===== src/rtl/inst_fetcher.sv =====
// Instruction fetcher: looks up the I-cache at pc, issues hits downstream,
// fetches misses from memory one word at a time and fills the cache.
//
// Ports
//   clk_in, rst_in (sync, active-high), rdy_in (low = freeze)
//   cache_addr/cache_hit/cache_data : same-cycle cache lookup
//   cache_upd, cache_upd_addr, cache_upd_data : one-cycle fill strobe
//   mem_req, mem_addr, mem_done, mem_data : single outstanding read
//   iq_full : downstream backpressure
//   inst_valid, inst_out, inst_pc : issued instruction
//   redirect, redirect_pc : branch/jump target pulse
module inst_fetcher #(
   parameter logic [31:0] RESET_PC = 32'h0000_0000
) (
   input  logic        clk_in,
   input  logic        rst_in,
   input  logic        rdy_in,
   output logic [31:0] cache_addr,
   input  logic        cache_hit,
   input  logic [31:0] cache_data,
   output logic        cache_upd,
   output logic [31:0] cache_upd_addr,
   output logic [31:0] cache_upd_data,
   output logic        mem_req,
   output logic [31:0] mem_addr,
   input  logic        mem_done,
   input  logic [31:0] mem_data,
   input  logic        iq_full,
   output logic        inst_valid,
   output logic [31:0] inst_out,
   output logic [31:0] inst_pc,
   input  logic        redirect,
   input  logic [31:0] redirect_pc
);

   typedef enum logic [1:0] {
      FETCH     = 2'd0,
      MISS_WAIT = 2'd1,
      DRAIN     = 2'd2
   } state_e;

   state_e      state_q, state_d;
   logic [31:0] pc_q, pc_d;
   logic        inst_valid_q, inst_valid_d;
   logic [31:0] inst_out_q, inst_out_d;
   logic [31:0] inst_pc_q, inst_pc_d;
   logic        mem_req_q, mem_req_d;
   logic [31:0] mem_addr_q, mem_addr_d;
   logic        cache_upd_q, cache_upd_d;
   logic [31:0] cache_upd_addr_q, cache_upd_addr_d;
   logic [31:0] cache_upd_data_q, cache_upd_data_d;

   always_comb begin
      state_d          = state_q;
      pc_d             = pc_q;
      inst_valid_d     = 1'b0;
      inst_out_d       = inst_out_q;
      inst_pc_d        = inst_pc_q;
      mem_req_d        = mem_req_q;
      mem_addr_d       = mem_addr_q;
      cache_upd_d      = 1'b0;
      cache_upd_addr_d = cache_upd_addr_q;
      cache_upd_data_d = cache_upd_data_q;

      unique case (state_q)
         FETCH: begin
            if (redirect) begin
               pc_d = redirect_pc;
            end else if (cache_upd_q) begin
               // Fill is being written this cycle; the
               // lookup result is stale, so retry next cycle.
            end else if (!cache_hit) begin
               mem_req_d  = 1'b1;
               mem_addr_d = pc_q;
               state_d    = MISS_WAIT;
            end else if (!iq_full) begin
               inst_valid_d = 1'b1;
               inst_out_d   = cache_data;
               inst_pc_d    = pc_q;
               pc_d         = pc_q + 32'd4;
            end
         end
         MISS_WAIT, DRAIN: begin
            if (mem_done) begin
               mem_req_d        = 1'b0;
               cache_upd_d      = 1'b1;
               cache_upd_addr_d = mem_addr_q;
               cache_upd_data_d = mem_data;
               state_d          = FETCH;
               if (redirect) pc_d = redirect_pc;
            end else if (redirect) begin
               // Request stays in flight; its data still
               // fills the cache but is never issued.
               pc_d    = redirect_pc;
               state_d = DRAIN;
            end
         end
         default: state_d = FETCH;
      endcase
   end

   always_ff @(posedge clk_in) begin
      if (rst_in) begin
         state_q          <= FETCH;
         pc_q             <= RESET_PC;
         inst_valid_q     <= 1'b0;
         inst_out_q       <= 32'd0;
         inst_pc_q        <= 32'd0;
         mem_req_q        <= 1'b0;
         mem_addr_q       <= 32'd0;
         cache_upd_q      <= 1'b0;
         cache_upd_addr_q <= 32'd0;
         cache_upd_data_q <= 32'd0;
      end else if (rdy_in) begin
         state_q          <= state_d;
         pc_q             <= pc_d;
         inst_valid_q     <= inst_valid_d;
         inst_out_q       <= inst_out_d;
         inst_pc_q        <= inst_pc_d;
         mem_req_q        <= mem_req_d;
         mem_addr_q       <= mem_addr_d;
         cache_upd_q      <= cache_upd_d;
         cache_upd_addr_q <= cache_upd_addr_d;
         cache_upd_data_q <= cache_upd_data_d;
      end
   end

   assign cache_addr     = pc_q;
   assign cache_upd      = cache_upd_q;
   assign cache_upd_addr = cache_upd_addr_q;
   assign cache_upd_data = cache_upd_data_q;
   assign mem_req        = mem_req_q;
   assign mem_addr       = mem_addr_q;
   assign inst_valid     = inst_valid_q;
   assign inst_out       = inst_out_q;
   assign inst_pc        = inst_pc_q;

endmodule


===== config.mk =====
export PLATFORM = sky130hd
export DESIGN_NAME = inst_fetcher
export DESIGN_NICKNAME = d
export VERILOG_FILES = /design/src/rtl/inst_fetcher.sv
export SDC_FILE = /design/constraint.sdc
export NUM_CORES = 1
export LEC_CHECK = 0
export BUFFER_PORTS_ARGS = -buffer_cell sky130_fd_sc_hd__buf_2
export CAP_MARGIN = 0
export CORE_UTILIZATION = 40
export CTS_CLUSTER_DIAMETER = 60
export DETAILED_ROUTE_END_ITERATION = 10
export GPL_TIMING_DRIVEN = 0
export HOLD_SLACK_MARGIN = 0.08
export PLACE_DENSITY = 0.67
export RECOVER_POWER = 25
export SETUP_SLACK_MARGIN = 0.2
export SYNTH_ARGS = -nofsm -noshare
export SYNTH_HDL_FRONTEND = slang
export SYNTH_SLANG_ARGS = --single-unit

===== constraint.sdc =====
create_clock -name clk_in -period 2.6 [get_ports clk_in]
set_input_delay 0.13 -clock clk_in [delete_from_list [all_inputs] [get_ports clk_in]]
set_output_delay 0.13 -clock clk_in [all_outputs]
set_load 0.02 [all_outputs]

# == Word level (Yosys, flattened, before mapping) ==
# Cells that the tools add are included.
# totals
out_inout_bits,195
word_cells,59
ff_bits,197
# classes
muxes,24
n_reduce_logical,9
bitwise_logic,4
n_eq_ne,11
addsub,1
# op_table
cell,n
32-bit two-way mux,5
32-bit one-hot mux with 2 select lines,1
32-bit by 3-bit adder with 32-bit output (second input constant),1
6-bit AND reduction,3
3-bit inequality test (second input constant),4
1-bit two-way mux,11
2-bit two-way mux,5
2-bit inequality test (second input constant),5
5-bit AND reduction,2
1-bit inverter,4
2-bit one-hot mux with 2 select lines,1
3-bit AND reduction,1
2-bit by 1-bit == test with 1-bit output (second input constant),1
2-bit == test (second input constant),1
2-bit logical NOT,1
1-bit one-hot mux with 2 select lines,1
2-bit nonzero test,1
2-bit OR reduction,1

# == Depth between registers and ports, before layout ==
# logic_depth
word_depth,6
depth_mapped,8
depth_no_buf,6

# == Least setup slack after synthesis ==
# No wires, ideal clock.
# synth_timing
path_kind,reg2reg
startpoint,"reg pc_q[2], in the netlist cache_addr[2]"
endpoint,"reg pc_q[26], in the netlist cache_addr[26]"
required_time_ns,2.526
setup_time_ns,0.074
path_stages_with_launch,7
arrival_time_ns,2.277
setup_slack_ns,0.249
path_cell_list,dfxtp_1 ha_1 nand4_1 or4_1 buf_2 or4_1 a31oi_1
# synth_via
elab_chain_cells,6
# synth_lines
item,line,source
"start, declared",43,"logic [31:0] pc_q, pc_d;"
"start signal, assigned",116,pc_q <= pc_d;
32-bit by 3-bit adder with 32-bit output,80,pc_d = pc_q + 32'd4;
32-bit two-way mux,76,end else if (!iq_full) begin
32-bit two-way mux,72,end else if (!cache_hit) begin
32-bit two-way mux,69,end else if (cache_upd_q) begin
32-bit two-way mux,67,if (redirect) begin
32-bit one-hot mux with 2 select lines,65,unique case (state_q)
# No other way between the ends. The select of a mux whose other input is x is not followed.
# A chain may end at the register's enable or synchronous reset.

# == Final worst setup path ==
# layout_timing
startpoint,"reg pc_q[11], in the netlist cache_addr[11]"
endpoint,"reg pc_q[27], in the netlist cache_addr[27]"
# The elaborated chain is that of the path after synthesis.

==> impl_results.md <==
* Post-synth EDFFs at 0
* Buffer type at the clock tree root: sky130_fd_sc_hd__clkbuf_16
* Smallest hold slack at 88.6 ps
* Number of global-route vias before repair at 8347
* Number of clock sinks at 197
* Worst-path fanout max at 7
* Mapped cell area at 0.00790 mm^2
* Post-layout instance count excluding filler cells at approximately 1700
* Proportion of power drawn by combinational gates at 0.122
* Crit path capture type: flip-flop
* Fill cell instance count of the final layout at 1854
* Endpoints failing hold at 0
* Total number of H-tree levels at 4
* Cell internal pwr at 5.10 mW
* FF+latch area at 0.00396 mm^2
* Most Crowded Layer GR: met2
* Remaining DRCs at 0
* Post-Place Setup Slack at -276 ps
* Antenna violations before repair at 3
* Number of max-cap violations at 0
* First-pass iteration count of the detailed router at 5
* Met1 global-route usage at 0.346
* Clock transition at path regs at 70 ps
* Vias post-DR at 8981
* Worst-path cell chain: nand3_2 > or4_2 > clkbuf_1 > o311ai_1 > o211ai_1
* Top library cells by usage in the layout, fill and taps aside: sky130_fd_sc_hd__nand2_1 (346), sky130_fd_sc_hd__buf_2 (200), sky130_fd_sc_hd__dfxtp_1 (192)
* Worst-case headroom to the max-slew limit at 0.453
* Placeable core region at 0.0194 mm^2
* Clk pwr share at 0.421
* Class of the most critical hold timing path: in -> reg
* Slowest-stage cell, CP: sky130_fd_sc_hd__or4_2
* Worst EP required at 2890 ps
* Clock period minus worst slack at 2320 ps
* Total grt overflow at 0
* Yosys warning total at 0
* Post-synthesis sequential element count at 197
* Total I/O pin count at around 300
* Number of DRC violations after detailed-routing iteration 0 at 644
* Multi-input gate area in the final layout at 0.00361 mm^2
* Number of instances in the synthesized netlist at 1017
* Largest net degree at the start of global routing at 18
* Max-slew violations at 0
* F_max at about 0.43 GHz
* Placed cell count at 1577
* Number of distinct library cell variants in the gate-level netlist after synthesis at 55
* Initial Utilization at 0.407
* Die area at 0.0203 mm^2
* Total power density per cell area at 617 mW/mm^2
* Avg Vias per Cell at between 5 and 6
* Maximum ir drop on the vdd rail at ~0.00047 V
* Status: finished clean
* Net count after synthesis at about 1100
* Fraction of layout instances using a drive strength above 1 at 0.199
* Arrival time reported for the critical path endpoint at 2610 ps
* Area added between synthesis and finish at 42.7%
* Routed WL per cell at 17.4 um
* Cell family with the largest share of critical-path delay: simple AND/OR/NAND/NOR gates
* P_leak at around 4.3 nW
* Flop pwr share at 0.457
* RSZ-0062 raised after global routing: true
* Final setup violation count at 0
* Detailed-route wire length at 29.7 mm
* CTS tree: yes
* TritonCTS buffer count at 17
* # nets final at ~1500
* Number of buffer and inverter instances along the worst setup path at 1
* Switching portion of total power at 0.267
* First-pass GRT wire length at 44.4 mm
* Critical Setup Path Class: reg -> reg
* Met3 capacity usage during global routing at 0.0629
* Sequential cell area fraction in the yosys report at 0.499
* Placer congestion estimate at about 0.96
* Setup TNS at 0 ps
* Mean Syn Cell Area at 7.77 um^2
* Global Route met2 Usage at 0.477
* Measured slew at the worst slew-check pin at 812 ps
* Number of standard-cell rows in the floorplan at 51
* Die Height at 143 um
* Clk_lat worst skew at 440 ps
* Most common library cell in the layout ignoring fill and taps: sky130_fd_sc_hd__nand2_1
* Share of the cycle needed by the critical path after routing at 0.893
* Number of I/O port buffers at 295
* Antenna Nets Post-Route at 0
* Final worst clock skew at 13.8 ps
* Ys async rst share at 0
* Post-synth top flop: sky130_fd_sc_hd__dfxtp_1
* Switching power at 1.86 mW
* Largest incremental delay on the critical path at 710 ps
* Width of the chip at 143 um
* Global routing usage summed across all routing layers at 0.283
* Element type at the critical path start: flip-flop
* Fin worst setup slack at 279 ps
* Estimated wirelength of the detail-placed design at 20.4 mm
* Maximum clock insertion buffer count at 2
## kinds of logic (layout without fill, tap and decap cells)
| group | after synthesis | after routing | share of synthesized area |
|---|---|---|---|
| flip-flops | 197 | 197 | 0.499 |
| AO/OA/AOI/OAI | 263 | 263 | 0.196 |
| adder cells (fa/ha/maj) | 3 | 3 | 0.00475 |
| AND/OR/NAND/NOR | 452 | 452 | 0.247 |
| other | 0 | 3 | 0 |
| multiplexers | 3 | 3 | 0.00380 |
| buffers and inverters | 99 | 520 | 0.0494 |
## registers in the layout, indices dropped and copies added (netlist names), 2 cells and up
name / cells
cache_addr: 32
cache_upd_addr: 32
cache_upd_data: 32
inst_out: 32
inst_pc: 32
mem_addr: 32
state_q: 2
## routing by layer
metal	part of all wire	up-vias
met2	0.47	425
met3	0.078	60
met1	0.42	4179
met4	0.030	2
met5	0.00047	-
li1	-	4315
## worst reg2reg max path: stages, from the launching register on
cell and delay [ps]:
sky130_fd_sc_hd__dfxtp_1 490, sky130_fd_sc_hd__nand3_2 240, sky130_fd_sc_hd__or4_2 710, sky130_fd_sc_hd__clkbuf_1 240
sky130_fd_sc_hd__o311ai_1 350, sky130_fd_sc_hd__o211ai_1 160
## cell type report
cell class                      instances  share of cell area
Clock buffer                           19              0.0402
Buffer                                 87              0.0341
Multi-Input combinational cell        721               0.320
Timing Repair Buffer                  390               0.203
Tap cell                              265              0.0294
Clock inverter                         13              0.0172
Inverter                               11             0.00366
Sequential cell                       197               0.351
Antenna cell                            3            0.000666
## synthesized netlist by cell type (3+ instances only)
master	instances	area, um^2
sky130_fd_sc_hd__o31a_1	3	26.3
sky130_fd_sc_hd__o32ai_1	5	43.8
sky130_fd_sc_hd__nor2_1	16	60.1
sky130_fd_sc_hd__nand2b_1	3	18.8
sky130_fd_sc_hd__and3_1	4	25.0
sky130_fd_sc_hd__or2_2	4	25.0
sky130_fd_sc_hd__o21ai_0	11	55.1
sky130_fd_sc_hd__mux2i_1	3	30.0
sky130_fd_sc_hd__dfxtp_1	197	3940
sky130_fd_sc_hd__a22oi_1	3	22.5
sky130_fd_sc_hd__nand3_1	16	80.1
sky130_fd_sc_hd__and4_1	4	35.0
sky130_fd_sc_hd__buf_1	3	11.3
sky130_fd_sc_hd__o211ai_1	14	105
sky130_fd_sc_hd__clkbuf_1	82	308
sky130_fd_sc_hd__a21o_1	3	22.5
sky130_fd_sc_hd__nor3_1	6	30.0
sky130_fd_sc_hd__a32oi_1	14	123
sky130_fd_sc_hd__nand2_1	346	1300
sky130_fd_sc_hd__o21a_1	4	30.0
sky130_fd_sc_hd__a31oi_1	7	43.8
sky130_fd_sc_hd__ha_1	3	37.5
sky130_fd_sc_hd__a21oi_1	177	886
sky130_fd_sc_hd__o221ai_1	3	26.3
sky130_fd_sc_hd__o311ai_0	5	43.8
sky130_fd_sc_hd__nor4_1	12	75.1
sky130_fd_sc_hd__o31ai_1	3	22.5
sky130_fd_sc_hd__or3_1	3	18.8
sky130_fd_sc_hd__inv_1	11	41.3
sky130_fd_sc_hd__and2_1	5	31.3
sky130_fd_sc_hd__nand4_1	17	106
## worst paths after layout
kind / from / end / slack [ps] / cells past startpoint
min: redirect_pc[27] / cache_addr[27]$_SDFFE_PP0P_ / 90 / 3
max reg2reg: cache_addr[11]$_SDFFE_PP0P_ / cache_addr[27]$_SDFFE_PP0P_ / 280 / 5
min reg2reg: inst_out[23]$_SDFFE_PP0P_ / inst_out[23]$_SDFFE_PP0P_ / 450 / 2
max: cache_addr[11]$_SDFFE_PP0P_ / cache_addr[27]$_SDFFE_PP0P_ / 280 / 5
## timing repair
action / in CTS / in global routing
buffers inserted: 1 / 4
pin swaps: 1 / 1
hold buffers: 90 / 0
endpoints found under the setup margin: 148 / 139
endpoints found under the hold margin: 90 / 0
gates resized for setup: 22 / 39
gates cloned: 0 / 0
## metrics by stage
step,area [um^2],utilization,total power [mW]
finish,11300,0.581,6.95
CTS,11300,0.583,6.96
global placement,9710,0.500,3.94
global route,11300,0.581,7.16
detailed placement,9710,0.500,3.95
floorplan,7900,-,3.63
## power by group through the flow
stage	clock network, mW	registers, mW	logic (mW)
6_report	2.93	3.18	0.846
5_1_grt	3.07	3.18	0.908
4_1_cts	2.96	3.18	0.821
3_5_place_dp	0	3.24	0.705
3_3_place_gp	0	3.24	0.701
2_1_floorplan	0	3.30	0.327
Power figures use the tool's default switching activity.
